<file path="src/rtl/lsu_pkg.sv">
// Shared types for the load/store unit data-memory interface stage.
// Covers access size and error codes, FSM states and the request bundle.
package lsu_pkg;

    localparam int LSU_XLEN = 32;

    typedef enum logic [1:0] {
        SZ_B   = 2'd0,
        SZ_H   = 2'd1,
        SZ_W   = 2'd2,
        SZ_ILL = 2'd3
    } size_e;

    typedef enum logic [1:0] {
        ERR_NONE     = 2'd0,
        ERR_MISALIGN = 2'd1,
        ERR_SIZE     = 2'd2,
        ERR_TIMEOUT  = 2'd3
    } err_e;

    typedef enum logic [1:0] {
        IDLE   = 2'd0,
        ACCESS = 2'd1,
        RESP   = 2'd2
    } state_e;

    typedef struct packed {
        logic                we;
        size_e               size;
        logic                uns;
        logic [LSU_XLEN-1:0] adr;
        logic [LSU_XLEN-1:0] wdata;
        logic [4:0]          rd;
    } lsu_req_t;

endpackage

</file>
<file path="src/rtl/lsu_if.sv">
// CPU-side request/response and data-memory port bundle of the LSU stage.
// The slave modport is the LSU's view; the master modport is the CPU/memory side.
interface lsu_if #(
    parameter int XLEN = 32
);
    logic            req_v;
    logic            req_ready;
    logic            req_we;
    logic [1:0]      req_size;
    logic            req_unsigned;
    logic [XLEN-1:0] req_adr;
    logic [XLEN-1:0] req_wdata;
    logic [4:0]      req_rd;
    logic            resp_v;
    logic [XLEN-1:0] resp_data;
    logic [4:0]      resp_rd;
    logic [1:0]      resp_err;
    logic            r_v;
    logic            w_v;
    logic [XLEN-1:0] data_adr;
    logic [XLEN-1:0] data_o;
    logic [3:0]      strobe;
    logic [XLEN-1:0] dmem_resp;
    logic            dmem_resp_v;

    modport slave (
        input  req_v, req_we, req_size, req_unsigned, req_adr, req_wdata, req_rd,
        input  dmem_resp, dmem_resp_v,
        output req_ready, resp_v, resp_data, resp_rd, resp_err,
        output r_v, w_v, data_adr, data_o, strobe
    );

    modport master (
        output req_v, req_we, req_size, req_unsigned, req_adr, req_wdata, req_rd,
        output dmem_resp, dmem_resp_v,
        input  req_ready, resp_v, resp_data, resp_rd, resp_err,
        input  r_v, w_v, data_adr, data_o, strobe
    );

endinterface

</file>
<file path="src/rtl/lsu_align.sv">
// Combinational lane logic: store strobes/replication, access error checks,
// and load-data shift plus sign/zero extension.
module lsu_align
    import lsu_pkg::*;
(
    input  size_e       st_size,
    input  logic [1:0]  st_off,
    input  logic [31:0] st_wdata,
    output logic [3:0]  st_strobe,
    output logic [31:0] st_data,
    output err_e        acc_err,
    input  size_e       ld_size,
    input  logic [1:0]  ld_off,
    input  logic        ld_uns,
    input  logic [31:0] ld_word,
    output logic [31:0] ld_data
);

    logic [31:0] shifted_s;

    // Store byte-lane enables and lane-replicated write data.
    always_comb begin
        st_strobe = 4'b0000;
        st_data   = 32'h0000_0000;
        case (st_size)
            SZ_B: begin
                st_strobe = 4'b0001 << st_off;
                st_data   = {4{st_wdata[7:0]}};
            end
            SZ_H: begin
                st_strobe = 4'b0011 << st_off;
                st_data   = {2{st_wdata[15:0]}};
            end
            SZ_W: begin
                st_strobe = 4'b1111;
                st_data   = st_wdata;
            end
            default: begin
                st_strobe = 4'b0000;
                st_data   = 32'h0000_0000;
            end
        endcase
    end

    // Error classification; an illegal size outranks misalignment.
    always_comb begin
        acc_err = ERR_NONE;
        if (st_size == SZ_ILL) begin
            acc_err = ERR_SIZE;
        end else if ((st_size == SZ_H) && st_off[0]) begin
            acc_err = ERR_MISALIGN;
        end else if ((st_size == SZ_W) && (st_off != 2'b00)) begin
            acc_err = ERR_MISALIGN;
        end else begin
            acc_err = ERR_NONE;
        end
    end

    assign shifted_s = ld_word >> {ld_off, 3'b000};

    // Load extraction from the right-shifted memory word.
    always_comb begin
        ld_data = 32'h0000_0000;
        case (ld_size)
            SZ_B: begin
                if (ld_uns) begin
                    ld_data = {24'h00_0000, shifted_s[7:0]};
                end else begin
                    ld_data = {{24{shifted_s[7]}}, shifted_s[7:0]};
                end
            end
            SZ_H: begin
                if (ld_uns) begin
                    ld_data = {16'h0000, shifted_s[15:0]};
                end else begin
                    ld_data = {{16{shifted_s[15]}}, shifted_s[15:0]};
                end
            end
            SZ_W: begin
                ld_data = shifted_s;
            end
            default: begin
                ld_data = 32'h0000_0000;
            end
        endcase
    end

endmodule

</file>
<file path="src/rtl/lsu_dmem_if.sv">
// Load/store interface stage: one request at a time, word-aligned memory access
// with byte strobes, ack watchdog, and a one-cycle response pulse.
module lsu_dmem_if
    import lsu_pkg::*;
#(
    parameter int XLEN    = 32,
    parameter int TIMEOUT = 255
) (
    input logic clk,
    input logic rst,
    lsu_if.slave bus
);

    localparam int CNT_W = (TIMEOUT > 1) ? $clog2(TIMEOUT) : 1;
    localparam logic [CNT_W-1:0] CNT_LAST = CNT_W'(TIMEOUT - 1);

    state_e          state_r;
    logic            req_ready_r;
    logic            resp_v_r;
    logic [XLEN-1:0] resp_data_r;
    logic [4:0]      resp_rd_r;
    err_e            resp_err_r;
    logic            r_v_r;
    logic            w_v_r;
    logic [XLEN-1:0] data_adr_r;
    logic [XLEN-1:0] data_o_r;
    logic [3:0]      strobe_r;
    logic [CNT_W-1:0] cnt_r;

    // Only the fields needed to finish the access are kept after accept.
    logic            we_r;
    size_e           ld_size_r;
    logic [1:0]      ld_off_r;
    logic            uns_r;
    logic [4:0]      rd_r;

    lsu_req_t        req_s;
    logic [3:0]      st_strobe_s;
    logic [31:0]     st_data_s;
    err_e            acc_err_s;
    logic [31:0]     ld_data_s;

    // Bundle the live request inputs.
    always_comb begin
        req_s       = '0;
        req_s.we    = bus.req_we;
        req_s.size  = size_e'(bus.req_size);
        req_s.uns   = bus.req_unsigned;
        req_s.adr   = bus.req_adr;
        req_s.wdata = bus.req_wdata;
        req_s.rd    = bus.req_rd;
    end

    lsu_align u_align (
        .st_size   (req_s.size),
        .st_off    (req_s.adr[1:0]),
        .st_wdata  (req_s.wdata),
        .st_strobe (st_strobe_s),
        .st_data   (st_data_s),
        .acc_err   (acc_err_s),
        .ld_size   (ld_size_r),
        .ld_off    (ld_off_r),
        .ld_uns    (uns_r),
        .ld_word   (bus.dmem_resp),
        .ld_data   (ld_data_s)
    );

    // Access FSM with request latch, watchdog and registered outputs.
    always_ff @(posedge clk or posedge rst) begin
        if (rst) begin
            state_r     <= IDLE;
            req_ready_r <= 1'b1;
            resp_v_r    <= 1'b0;
            resp_data_r <= '0;
            resp_rd_r   <= 5'd0;
            resp_err_r  <= ERR_NONE;
            r_v_r       <= 1'b0;
            w_v_r       <= 1'b0;
            data_adr_r  <= '0;
            data_o_r    <= '0;
            strobe_r    <= 4'b0000;
            cnt_r       <= '0;
            we_r        <= 1'b0;
            ld_size_r   <= SZ_B;
            ld_off_r    <= 2'b00;
            uns_r       <= 1'b0;
            rd_r        <= 5'd0;
        end else begin
            case (state_r)
                IDLE: begin
                    resp_v_r <= 1'b0;
                    if (bus.req_v) begin
                        we_r        <= req_s.we;
                        ld_size_r   <= req_s.size;
                        ld_off_r    <= req_s.adr[1:0];
                        uns_r       <= req_s.uns;
                        rd_r        <= req_s.rd;
                        cnt_r       <= '0;
                        req_ready_r <= 1'b0;
                        if (acc_err_s != ERR_NONE) begin
                            // Faulty requests never reach memory.
                            state_r     <= RESP;
                            resp_v_r    <= 1'b1;
                            resp_data_r <= '0;
                            resp_rd_r   <= req_s.rd;
                            resp_err_r  <= acc_err_s;
                        end else begin
                            state_r    <= ACCESS;
                            r_v_r      <= ~req_s.we;
                            w_v_r      <= req_s.we;
                            data_adr_r <= {req_s.adr[XLEN-1:2], 2'b00};
                            data_o_r   <= req_s.we ? st_data_s : 32'h0000_0000;
                            strobe_r   <= req_s.we ? st_strobe_s : 4'b0000;
                        end
                    end
                end
                ACCESS: begin
                    if (bus.dmem_resp_v) begin
                        state_r     <= RESP;
                        r_v_r       <= 1'b0;
                        w_v_r       <= 1'b0;
                        resp_v_r    <= 1'b1;
                        resp_data_r <= we_r ? 32'h0000_0000 : ld_data_s;
                        resp_rd_r   <= rd_r;
                        resp_err_r  <= ERR_NONE;
                    end else if (cnt_r == CNT_LAST) begin
                        state_r     <= RESP;
                        r_v_r       <= 1'b0;
                        w_v_r       <= 1'b0;
                        resp_v_r    <= 1'b1;
                        resp_data_r <= '0;
                        resp_rd_r   <= rd_r;
                        resp_err_r  <= ERR_TIMEOUT;
                    end else begin
                        cnt_r <= cnt_r + 1'b1;
                    end
                end
                RESP: begin
                    state_r     <= IDLE;
                    resp_v_r    <= 1'b0;
                    req_ready_r <= 1'b1;
                end
                default: begin
                    state_r     <= IDLE;
                    resp_v_r    <= 1'b0;
                    r_v_r       <= 1'b0;
                    w_v_r       <= 1'b0;
                    req_ready_r <= 1'b1;
                end
            endcase
        end
    end

    assign bus.req_ready = req_ready_r;
    assign bus.resp_v    = resp_v_r;
    assign bus.resp_data = resp_data_r;
    assign bus.resp_rd   = resp_rd_r;
    assign bus.resp_err  = resp_err_r;
    assign bus.r_v       = r_v_r;
    assign bus.w_v       = w_v_r;
    assign bus.data_adr  = data_adr_r;
    assign bus.data_o    = data_o_r;
    assign bus.strobe    = strobe_r;

endmodule

</file>
<file path="src/flat_wrapper.sv">
// flat-port wrapper written by rule: the top's interface ports become plain ports
module lsu_dmem_if_flat import lsu_pkg::*;
#(
    parameter int XLEN    = 32,
    parameter int TIMEOUT = 255
)
  (clk, rst, bus_req_v, bus_req_we, bus_req_size, bus_req_unsigned, bus_req_adr, bus_req_wdata, bus_req_rd, bus_dmem_resp, bus_dmem_resp_v, bus_req_ready, bus_resp_v, bus_resp_data, bus_resp_rd, bus_resp_err, bus_r_v, bus_w_v, bus_data_adr, bus_data_o, bus_strobe);
  lsu_if #(.XLEN(XLEN)) bus_i ();
  input logic clk;
  input logic rst;
  input wire logic [$bits(bus_i.req_v)-1:0] bus_req_v;
  input wire logic [$bits(bus_i.req_we)-1:0] bus_req_we;
  input wire logic [$bits(bus_i.req_size)-1:0] bus_req_size;
  input wire logic [$bits(bus_i.req_unsigned)-1:0] bus_req_unsigned;
  input wire logic [$bits(bus_i.req_adr)-1:0] bus_req_adr;
  input wire logic [$bits(bus_i.req_wdata)-1:0] bus_req_wdata;
  input wire logic [$bits(bus_i.req_rd)-1:0] bus_req_rd;
  input wire logic [$bits(bus_i.dmem_resp)-1:0] bus_dmem_resp;
  input wire logic [$bits(bus_i.dmem_resp_v)-1:0] bus_dmem_resp_v;
  output wire logic [$bits(bus_i.req_ready)-1:0] bus_req_ready;
  output wire logic [$bits(bus_i.resp_v)-1:0] bus_resp_v;
  output wire logic [$bits(bus_i.resp_data)-1:0] bus_resp_data;
  output wire logic [$bits(bus_i.resp_rd)-1:0] bus_resp_rd;
  output wire logic [$bits(bus_i.resp_err)-1:0] bus_resp_err;
  output wire logic [$bits(bus_i.r_v)-1:0] bus_r_v;
  output wire logic [$bits(bus_i.w_v)-1:0] bus_w_v;
  output wire logic [$bits(bus_i.data_adr)-1:0] bus_data_adr;
  output wire logic [$bits(bus_i.data_o)-1:0] bus_data_o;
  output wire logic [$bits(bus_i.strobe)-1:0] bus_strobe;
  assign bus_i.req_v = bus_req_v;
  assign bus_i.req_we = bus_req_we;
  assign bus_i.req_size = bus_req_size;
  assign bus_i.req_unsigned = bus_req_unsigned;
  assign bus_i.req_adr = bus_req_adr;
  assign bus_i.req_wdata = bus_req_wdata;
  assign bus_i.req_rd = bus_req_rd;
  assign bus_i.dmem_resp = bus_dmem_resp;
  assign bus_i.dmem_resp_v = bus_dmem_resp_v;
  assign bus_req_ready = bus_i.req_ready;
  assign bus_resp_v = bus_i.resp_v;
  assign bus_resp_data = bus_i.resp_data;
  assign bus_resp_rd = bus_i.resp_rd;
  assign bus_resp_err = bus_i.resp_err;
  assign bus_r_v = bus_i.r_v;
  assign bus_w_v = bus_i.w_v;
  assign bus_data_adr = bus_i.data_adr;
  assign bus_data_o = bus_i.data_o;
  assign bus_strobe = bus_i.strobe;
  lsu_dmem_if #(.XLEN(XLEN), .TIMEOUT(TIMEOUT)) u_core (.clk(clk), .rst(rst), .bus(bus_i));
endmodule
</file>
<file path="config.mk">
export PLATFORM = sky130hd
export DESIGN_NAME = lsu_dmem_if_flat
export DESIGN_NICKNAME = d
export VERILOG_FILES = /design/src/rtl/lsu_pkg.sv /design/src/rtl/lsu_if.sv /design/src/rtl/lsu_align.sv /design/src/rtl/lsu_dmem_if.sv /design/src/flat_wrapper.sv
export SDC_FILE = /design/constraint.sdc
export NUM_CORES = 1
export LEC_CHECK = 0
export BUFFER_PORTS_ARGS = -buffer_cell sky130_fd_sc_hd__buf_4
export CORE_MARGIN = 2
export CORE_UTILIZATION = 40
export DETAILED_ROUTE_END_ITERATION = 16
export PLACE_DENSITY = 0.75
export SLEW_MARGIN = 20
export SYNTH_ARGS = -nofsm -noshare
export SYNTH_HDL_FRONTEND = slang
export SYNTH_SLANG_ARGS = --single-unit
</file>
<file path="constraint.sdc">
create_clock -name clk -period 3.9 [get_ports clk]
set_input_delay 0.39 -clock clk [delete_from_list [all_inputs] [get_ports clk]]
set_output_delay 0.39 -clock clk [all_outputs]
set_load 0.01 [all_outputs]
</file>
# --- Word level (Yosys, flattened, before mapping) ---
# Cells that the tools add are included.
word_totals:
  regBits: 130
  latch_bits: 0
  ram_bits: 0
  romBits: 0
  inputBits: 109
  output_inout_bits: 111
  word_cells: 104
  n_memories: 0
classes:
  addsub: 1
  mul: 0
  div_mod_pow: 0
  order_cmp: 0
  eq_ne: 14
  n_shift: 3
  muxes: 50
  bitwise_logic: 4
  n_reduce_logical: 15
op_table:
  columns: ["operator", "n"]
  rows:
  - ["32-bit 2-to-1 mux", 8]
  - ["32-bit one-hot mux with 3 select lines", 2]
  - ["32-bit one-hot mux with 2 select lines", 1]
  - ["32-bit by 5-bit right shift with 32-bit output", 1]
  - ["8-bit 2-to-1 mux", 3]
  - ["5-bit 2-to-1 mux", 4]
  - ["2-bit 2-to-1 mux", 9]
  - ["8-bit one-hot mux with 2 select lines", 1]
  - ["1-bit 2-to-1 mux", 13]
  - ["4-bit one-hot mux with 3 select lines", 1]
  - ["4-bit AND reduction", 3]
  - ["5-bit one-hot mux with 2 select lines", 1]
  - ["8-bit by 1-bit adder with 8-bit output, second input constant", 1]
  - ["2-bit == test, second input constant", 4]
  - ["8-bit == test, second input constant", 1]
  - ["2-bit inequality test, second input constant", 4]
  - ["2-bit one-hot mux with 2 select lines", 2]
  - ["2-bit by 1-bit == test with 1-bit output, second input constant", 3]
  - ["2-bit zero test", 3]
  - ["1-bit one-hot mux with 3 select lines", 2]
  - ["2-bit AND reduction", 3]
  - ["2-bit nonzero test", 3]
  - ["4-bit 2-to-1 mux", 1]
  - ["1-bit inverter", 4]
  - ["other kinds (7)", 9]

# --- Depth between registers and ports, before layout ---
# Gate-level depths: netlist of run 1.
logic_depth:
  depth_word: 9
  ltp_mapped: 8
  depth_no_buf: 6

# --- Modules after synthesis ---
# A second synthesis of run 1 with hierarchy kept.
hier_totals:
  cells_unflattened: 624
  area_unflattened_um2: 6520.0
by_module_without_submodules:
  columns: ["module", "instances", "cells_each", "area_per_inst_um2", "seq_area_each_um2"]
  rows:
  - ["lsu_dmem_if", 1, 421, 5268.8, 3254.4]
  - ["lsu_align", 1, 203, 1251.2, 0.0]

# --- Worst setup path before layout of run 1 ---
# No wires, ideal clock.
synth_path:
  path_type: "flip-flop to flip-flop"
  start: "register u_core.cnt_r[0]"
  end: "register u_core.resp_data_r[10] (netlist: u_core.bus.resp_data[10])"
  setup_ns: 0.132
  t_arrival_ns: 1.639
  required_ns: 3.768
  setup_slack_ns: 2.130
  path_stages_with_launch: 9
  path_buffers: 2
  cell_sequence: "dfrtp_1 -> inv_1 -> ha_1 -> nand3_1 -> o21ai_4 -> o2111ai_2 -> buf_6 -> buf_2 -> o2bb2ai_1"
synth_via:
  elab_chain_len: 3
synth_lines:
  columns: ["element", "line_no", "text"]
  rows:
  - ["from (decl)", "lsu_dmem_if.sv:28", "logic [CNT_W-1:0] cnt_r;"]
  - ["from (signal assigned)", "lsu_dmem_if.sv:135", "cnt_r <= cnt_r + 1'b1;"]
  - ["8-bit == test", "lsu_dmem_if.sv:126", "end else if (cnt_r == CNT_LAST) begin"]
  - ["3-bit by 2-bit inequality test with 1-bit output (no line)", null, null]
  - ["4-bit AND reduction (no line)", null, null]
  - ["to (signal assigned)", "lsu_dmem_if.sv:123", "resp_data_r <= we_r ? 32'h0000_0000 : ld_data_s;"]
  - ["to (decl)", "lsu_dmem_if.sv:20", "logic [XLEN-1:0] resp_data_r;"]
# Every way passes these cells.
# A chain may end at the register's enable or synchronous reset.

# --- Final worst setup path of run 1 ---
layout_path:
  start: "register u_core.ld_off_r[1]"
  end: "register u_core.resp_data_r[21] (netlist: u_core.bus.resp_data[21])"
layout_via:
  elab_chain_len: 6
  word_cells_on_any_way: 7
layout_lines:
  columns: ["element", "line_no", "text"]
  rows:
  - ["from (decl)", "lsu_dmem_if.sv:33", "logic [1:0] ld_off_r;"]
  - ["from (signal assigned)", "lsu_dmem_if.sv:95", "ld_off_r <= req_s.adr[1:0];"]
  - ["32-bit by 5-bit right shift with 32-bit output (*)", "lsu_align.sv:59", "assign shifted_s = ld_word >> {ld_off, 3'b000};"]
  - ["32-bit 2-to-1 mux, on equally long branches", "lsu_align.sv:73, lsu_align.sv:66", null]
  - ["32-bit one-hot mux with 3 select lines (*)", "lsu_align.sv:64", "case (ld_size)"]
  - ["32-bit 2-to-1 mux (*)", "lsu_dmem_if.sv:123", null]
  - ["32-bit 2-to-1 mux (*)", "lsu_dmem_if.sv:118", "if (bus.dmem_resp_v) begin"]
  - ["32-bit one-hot mux with 2 select lines (*)", "lsu_dmem_if.sv:89", "case (state_r)"]
# Mark *: on every way between the ends. The rest lies on a longest branch, timed or not.

==> summary.txt, run 1 <==
Power and ir drop
  – Sw frac: 31.1%
  – Clock Power Share: a little under a third
  – VDD IR max: approximately 0.00041 V
  – Flop pwr share: 36.9%
  – PwrDens: 611 nW/um^2
  – Pleak: between 4 and 5 nW
  – Total power: between 5 and 6 mW
  – Cell Int Power: 3.66 mW
  – Sw power: 1.65 mW
  – Logic gate share of total power: a little under a third

Clocking
  – CTS root buffer: clkbuf_16
  – CTS sink count: 130
  – TritonCTS buffer count: 17
  – Cts hold-fix bufs: 0
  – Maximum level of the CTS H-tree: 4
  – CTS tree: built
  – CTS resizes: 0
  – Clock Latency Late Sink: between 0.4 and 0.5 ns
  – Clock buffer depth: 2
  – Post-CTS Setup Bufs: 0
  – Clock transition at the registers of the reported paths: ~0.060 ns

Place
  – Input/output buffers: about 220
  – DP Wirelength: 11900 um
  – Gpl congestion: roughly 0.84
  – Pre-CTS setup slack: 1.37 ns

Cells and area
  – Fillcell total: roughly 1300
  – Nets: 904
  – Ratio of cells with drive above 1 in the final layout: between 30 and 40%
  – Multi-input combinational cell area: 2810 sq um
  – Ant. Diodes: 0
  – Seq. cell area: 3250 sq um
  – Synth-to-layout area growth: 38.7%

STA
  – Final period utilization: ~63%
  – Max_slew headroom: between 30% and 40%
  – Worst hold slack: approximately 0.14 ns
  – Setup violators final: 0
  – Fin. max-slew vios: 0
  – RSZ-0062 raised after global routing: no
  – Final Hold Viols: 0
  – Minimum clock period: about 2.5 ns
  – Least-Margin Pin Slew: ~0.95 ns
  – Setup ws final: around 1.4 ns
  – Setup TNS: 0 ns
  – Fin Clk Skew: 0.0148 ns
  – Fmax: just over 0.4 GHz

GRT
  – Number of global-route vias before repair: 5166
  – First-pass GRT wire length: between 20000 and 30000 um
  – Total GRT Usage: 20.4%
  – Initial antenna violation count: 0
  – Grt ovf: 0
  – Largest net degree at the start of global routing: 97

Route
  – Drt total wl: roughly 17000 um
  – Via-to-Cell Ratio: around 5
  – Residual DRC count: 0
  – Via count: between 5000 and 6000
  – Remaining antenna violation count: 0
  – DR pass1 iterations: 5
  – Routed length per instance: 16.5 um
  – DR iter-0 viols: roughly 260

Setup path
  – Crit. End Element: flip-flop
  – Worst reg2reg setup slack: around 1.4 ns
  – Crit start category: flip-flop
  – Cells on worst reg2reg path: 4
  – Reg2Reg Launch Point: u_core.ld_off_r[1]
  – Largest stage delay on the critical path: 0.96 ns
  – Max Fanout on Critical Path: 28
  – CP Class: reg2reg
  – Worst path cell trace: mux2i_1, a2111oi_4, nor3_1, o2bb2ai_1
  – Critical path's slowest cell: dfrtp_1
  – CP Data Arrival Time: roughly 2.8 ns
  – Worst R2R End: u_core.bus.resp_data[21]
  – CP required: around 4.2 ns

Logic synthesis
  – Sequential fraction of the synthesis area: 52.0%
  – Synthesis-stage register bit count: 130
  – Async S/R FF share, synth: 100%
  – Number of synthesis warnings: 0
  – Mapped Cells: roughly 590
  – Syn Area/Cell: roughly 11 sq um
  – Synth cell types: 51
  – Ys flop type: dfrtp_1
  – EDFF count, synth: 0
  – Cell area after synthesis: between 6000 and 7000 sq um

Min path
  – Hold Crit Class: in2async

Job
  – Max-cap viol count: 0

Floorplanning
  – Starting Density: about 41%
  – Row count: 45
  – Die width: around 130 um
  – Core Area: around 15000 sq um
  – Die Height: 129 um
  – Die area: 16700 sq um
  – I/O pin total: 220

Status
  – Status: finished clean
per-stage QoR:
step | instance area (sq um) | cells | util [%]
5_1_grt | 8690 | 1017 | 56.9
4_1_cts | 8660 | 1016 | 56.7
3_3_place_gp | 8030 | 984 | 52.6
3_5_place_dp | 8030 | 984 | 52.6
6_report | 8690 | 1017 | 56.9
2_1_floorplan | 6270 | 593 | -
placed cells by master (no fill, tap or decap), drive strengths merged, types with 3 or more instances in the layout:
| cell | count |
|---|---|
| bufinv | 4 |
| clkbuf | 18 |
| mux2 | 50 |
| nand4 | 3 |
| nand3b | 8 |
| a21oi | 29 |
| o21ai | 67 |
| nand2b | 3 |
| clkinv | 6 |
| nor3b | 3 |
| a22o | 9 |
| nor2b | 10 |
| nand2 | 90 |
| dfrtp | 129 |
| nor2 | 21 |
| inv | 9 |
| or3 | 3 |
| mux2i | 25 |
| o2bb2ai | 40 |
| clkinvlp | 4 |
| nand3 | 8 |
| nor3 | 10 |
| buf | 223 |
| a211oi | 8 |
Yosys cell counts (8+ instances only):
cell         n  share of area [%]
a211oi_1     8               0.96
a21oi_1     29                2.3
a22o_1       9                1.3
buf_2       13                1.0
clkbuf_1    20                1.2
dfrtp_1    129                 52
inv_1        9               0.54
mux2_2      50                9.0
mux2i_1     25                4.0
nand2_1     90                5.4
nand3_1      8               0.64
nand3b_1     8               0.96
nor2_1      20                1.2
nor2b_1     10                1.0
nor3_1      10               0.80
o21ai_0     64                5.1
o2bb2ai_1   40                5.6
worst max-delay path: cells and delay by family (launching register included):
kind            cells  cell delay [ns]
simple gates        1             0.15
flops               1             0.96
mux                 1             0.31
compound gates      2             0.96
flip-flops by register name, indices dropped and copies added (netlist names), 2 cells and up:
register              flops
u_core.bus.data_o        32
u_core.bus.resp_data     32
u_core.bus.data_adr      30
u_core.cnt_r              8
u_core.bus.resp_rd        5
u_core.rd_r               5
u_core.bus.strobe         4
u_core.bus.resp_err       2
u_core.ld_off_r           2
u_core.ld_size_r          2
u_core.state_r            2
power groups by stage:
stage	Sequential, mW	Combinational, mW	Clock (mW)
detailed placement	1.98	1.67	0
finish	1.96	1.66	1.68
global placement	1.97	1.64	0
floorplan	2.06	0.787	0
CTS	1.96	1.67	1.71
global route	2.01	1.82	1.77
metal layers:
metal / share of wire (%) / global-route usage (%)
met1: 45 / 27.6
met2: 47 / 31.6
met3: 7.3 / 6.19
met4: 0.85 / 6.39
met5: 0 / 0
how the worst max path moves through the flow:
stage	startpoint	cells past startpoint	slack (ns)	to
after global routing	u_core.ld_off_r[1]	4	1.20	u_core.bus.resp_data[21]
after CTS	u_core.ld_off_r[1]	4	1.44	u_core.bus.resp_data[21]
after floorplan	rst	1	0.04	u_core.bus.data_adr[10]
after detailed placement	bus_req_size[1]	6	1.37	u_core.bus.strobe[0]
final	u_core.ld_off_r[1]	4	1.44	u_core.bus.resp_data[21]
after global placement	bus_req_size[1]	6	1.39	u_core.bus.data_o[17]
logic make-up (layout without fill, tap and decap cells):
kind of cell | count (synthesis) | after routing | synth area share (%)
flops | 130 | 130 | 52.0
compound gates | 163 | 163 | 17.3
mux | 76 | 76 | 13.3
fa+ha+maj | 2 | 2 | 0.399
xor+xnor | 2 | 2 | 0.280
other cells | 1 | 2 | 0.0599
simple gates | 167 | 167 | 12.9
buf+inv | 51 | 264 | 3.74
layout make-up:
class	count	area share (%)
multi-input combinational	412	32.3
inverter	9	0.447
sequential	130	37.5
clock inverter	14	2.16
tap	211	3.04
clock buffer	18	5.06
timing repair buffer	223	19.5
(Power assumes the default switching activity.)
==> inputs of run 2 (changes only) <==
Settings changed: PLACE_DENSITY 0.75 to 0.72.
Clock period 3.9 ns to 2.6 ns, I/O delays scaled along.
==> run 2 against run 1 <==
Against the previous run: non-clock buffer count increased by 6; first-iteration DRC count up 17%; power increased by 53%; clock power is 60% higher; maximum frequency is 15% higher; critical endpoint is now u_core.bus.resp_data[17]; largest cell class unchanged.
==> summary.txt, run 2 (same netlist as run 1, synthesis figures left out) <==
Power and ir drop
  – Pleak: 4.14 nW (was 4.10 nW)
  – VDD IR max: 0.000470 V (was 0.000407 V)
  – PwrDens: 925 nW/um^2 (was 611 nW/um^2)

Cells and area
  – Fillcell total: 1337 (was 1286)
  – Ratio of cells with drive above 1 in the final layout: 39.9% (was 39.6%)
  – Final Cell Area: 8780 sq um (was 8690 sq um)
  – Ant. Diodes: 0 (unchanged)
  – Count of non-filler cells in the finished layout: 1023 (was 1017)
  – Nets: 910 (was 904)
  – Synth-to-layout area growth: 40.2% (was 38.7%)
  – Most frequent cells in the layout: buf_4, dfrtp_1, nand2_1 (unchanged)
  – Most common cell after layout, fill and taps aside: buf_4 (unchanged)

STA
  – Max_slew headroom: 36.4% (was 36.8%)
  – Setup violators final: 0 (unchanged)
  – Fin Clk Skew: 0.00756 ns (was 0.0148 ns)
  – Final Hold Viols: 0 (unchanged)
  – Least-Margin Pin Slew: 0.954 ns (was 0.947 ns)
  – Fin. max-slew vios: 0 (unchanged)
  – Setup TNS: 0 ns (unchanged)
  – RSZ-0062 raised after global routing: no (unchanged)
  – Minimum clock period: 2.15 ns (was 2.46 ns)
  – Fmax: 0.465 GHz (was 0.406 GHz)
  – Final period utilization: 82.8% (was 63.2%)
  – Worst hold slack: 0.0559 ns (was 0.143 ns)

Min path
  – Hold Crit Class: in2reg (was in2async)

Route
  – Residual DRC count: 0 (unchanged)
  – DR pass1 iterations: 6 (was 5)
  – Via count: 5307 (was 5232)
  – Routed length per instance: 16.8 um (was 16.5 um)
  – Remaining antenna violation count: 0 (unchanged)
  – DR iter-0 viols: 303 (was 259)
  – Max layer used: met4 (unchanged)
  – Met3 routed WL: 1420 um (was 1230 um)
  – Met2 routed WL: 8170 um (was 7910 um)
  – DRT met1 WL: 7420 um (was 7500 um)
  – Drt total wl: 17200 um (was 16800 um)
  – Via-to-Cell Ratio: 5.19 (was 5.14)

Floorplanning
  – Starting Density: 41.0% (unchanged)
  – Row count: 45 (unchanged)
  – Die width: 129 um (unchanged)
  – Core Area: 15300 sq um (unchanged)
  – Die Height: 129 um (unchanged)
  – I/O pin total: 220 (unchanged)
  – Die area: 16700 sq um (unchanged)

Clocking
  – Post-CTS Setup Bufs: 0 (unchanged)
  – Clock buffer depth: 2 (unchanged)
  – Maximum level of the CTS H-tree: 4 (unchanged)
  – Cts hold-fix bufs: 1 (was 0)
  – Clock Latency Late Sink: 0.41 ns (was 0.42 ns)
  – CTS resizes: 0 (unchanged)
  – CTS sink count: 130 (unchanged)
  – CTS root buffer: clkbuf_16 (unchanged)
  – TritonCTS buffer count: 17 (unchanged)
  – Clock transition at the registers of the reported paths: 0.06 ns (about the same)
  – CTS tree: built (unchanged)

Place
  – DP Wirelength: 12400 um (was 11900 um)
  – Placed cell count: 990 (was 984)
  – Gpl congestion: 0.809 (was 0.842)
  – Input/output buffers: 217 (unchanged)
  – Area after DPL: 8100 sq um (was 8030 sq um)

Status
  – Status: finished clean (unchanged)

Setup path
  – CP required: 2.88 ns (was 4.23 ns)
  – Crit. End Element: flip-flop (unchanged)
  – Crit start category: flip-flop (unchanged)
  – CP Data Arrival Time: 2.43 ns (was 2.80 ns)
  – CP Class: reg2reg (unchanged)
  – Max Fanout on Critical Path: 21 (was 28)

GRT
  – Initial antenna violation count: 0 (unchanged)
  – Largest net degree at the start of global routing: 87 (was 97)
  – First-pass GRT wire length: 27400 um (was 26600 um)
  – Number of global-route vias before repair: 5224 (was 5166)
  – Grt ovf: 0 (unchanged)
  – Total GRT Usage: 21.2% (was 20.4%)

Job
  – Max-cap viol count: 0 (unchanged)
## run 2: cell count changes in the layout (fill, tap and decap cells not counted), moves of 2 or more
cell and change:
buf_12 +2, buf_4 +4, clkbuf_8 +2, clkinv_2 -3
## run 2: through the flow
| stage | utilization [%] | power (mW) | setup WS, ns |
|---|---|---|---|
| CTS | 57.5 | 8.20 | 0.433 |
| global placement | 53.1 | 5.45 | 0.473 |
| floorplan | - | 4.27 | 0.732 |
| global route | 57.5 | 8.57 | 0.200 |
| detailed placement | 53.1 | 5.50 | 0.439 |
| finish | 57.5 | 8.12 | 0.448 |
## run 2: worst paths after layout
path                       slack, ns                        to  cells past startpoint             start
setup / recovery                0.45  u_core.bus.resp_data[17]                      7   u_core.cnt_r[0]
hold / removal                  0.06              u_core.uns_r                      3  bus_req_unsigned
setup reg to reg                0.45  u_core.bus.resp_data[17]                      7   u_core.cnt_r[0]
hold reg to reg                 0.48            u_core.rd_r[4]                      2    u_core.rd_r[4]
max in group asynchronous       1.56   u_core.bus.data_adr[25]                      4               rst
min in group asynchronous       0.38            u_core.bus.w_v                      3               rst
## run 2: critical path: stages, from the launching register on
cell and delay (ns):
dfrtp_1 0.41, inv_1 0.07, ha_1 0.16, nand3_1 0.15
o21ai_4 0.31, o2111ai_4 0.41, buf_4 0.36, o2bb2ai_1 0.15
## run 2: cell type report
| class | count | area, sq um | area share [%] |
|---|---|---|---|
| repair buffers | 229 | 1750 | 19.9 |
| flip-flops and latches | 130 | 3250 | 37.1 |
| well taps | 211 | 264 | 3.01 |
| clock buffers | 20 | 467 | 5.32 |
| multi-input cells | 412 | 2810 | 32.0 |
| inverters | 9 | 37.5 | 0.428 |
| clock inverters | 12 | 203 | 2.31 |
## run 2: report_power, final
| part | switching (mW) | leakage (nW) | internal, mW | total, mW |
|---|---|---|---|---|
| combinational | 1.21 | 2.14 | 1.31 | 2.52 |
| clock | 0.900 | 0.315 | 1.78 | 2.68 |
| sequential | 0.366 | 1.68 | 2.56 | 2.92 |
| total | 2.48 | 4.14 | 5.64 | 8.12 |
## run 2: metal layers
layer	up-vias	GRT usage (%)
li1	2538	-
met1	2540	28.4
met2	210	33.4
met3	19	6.48
met4	0	5.95
met5	-	0
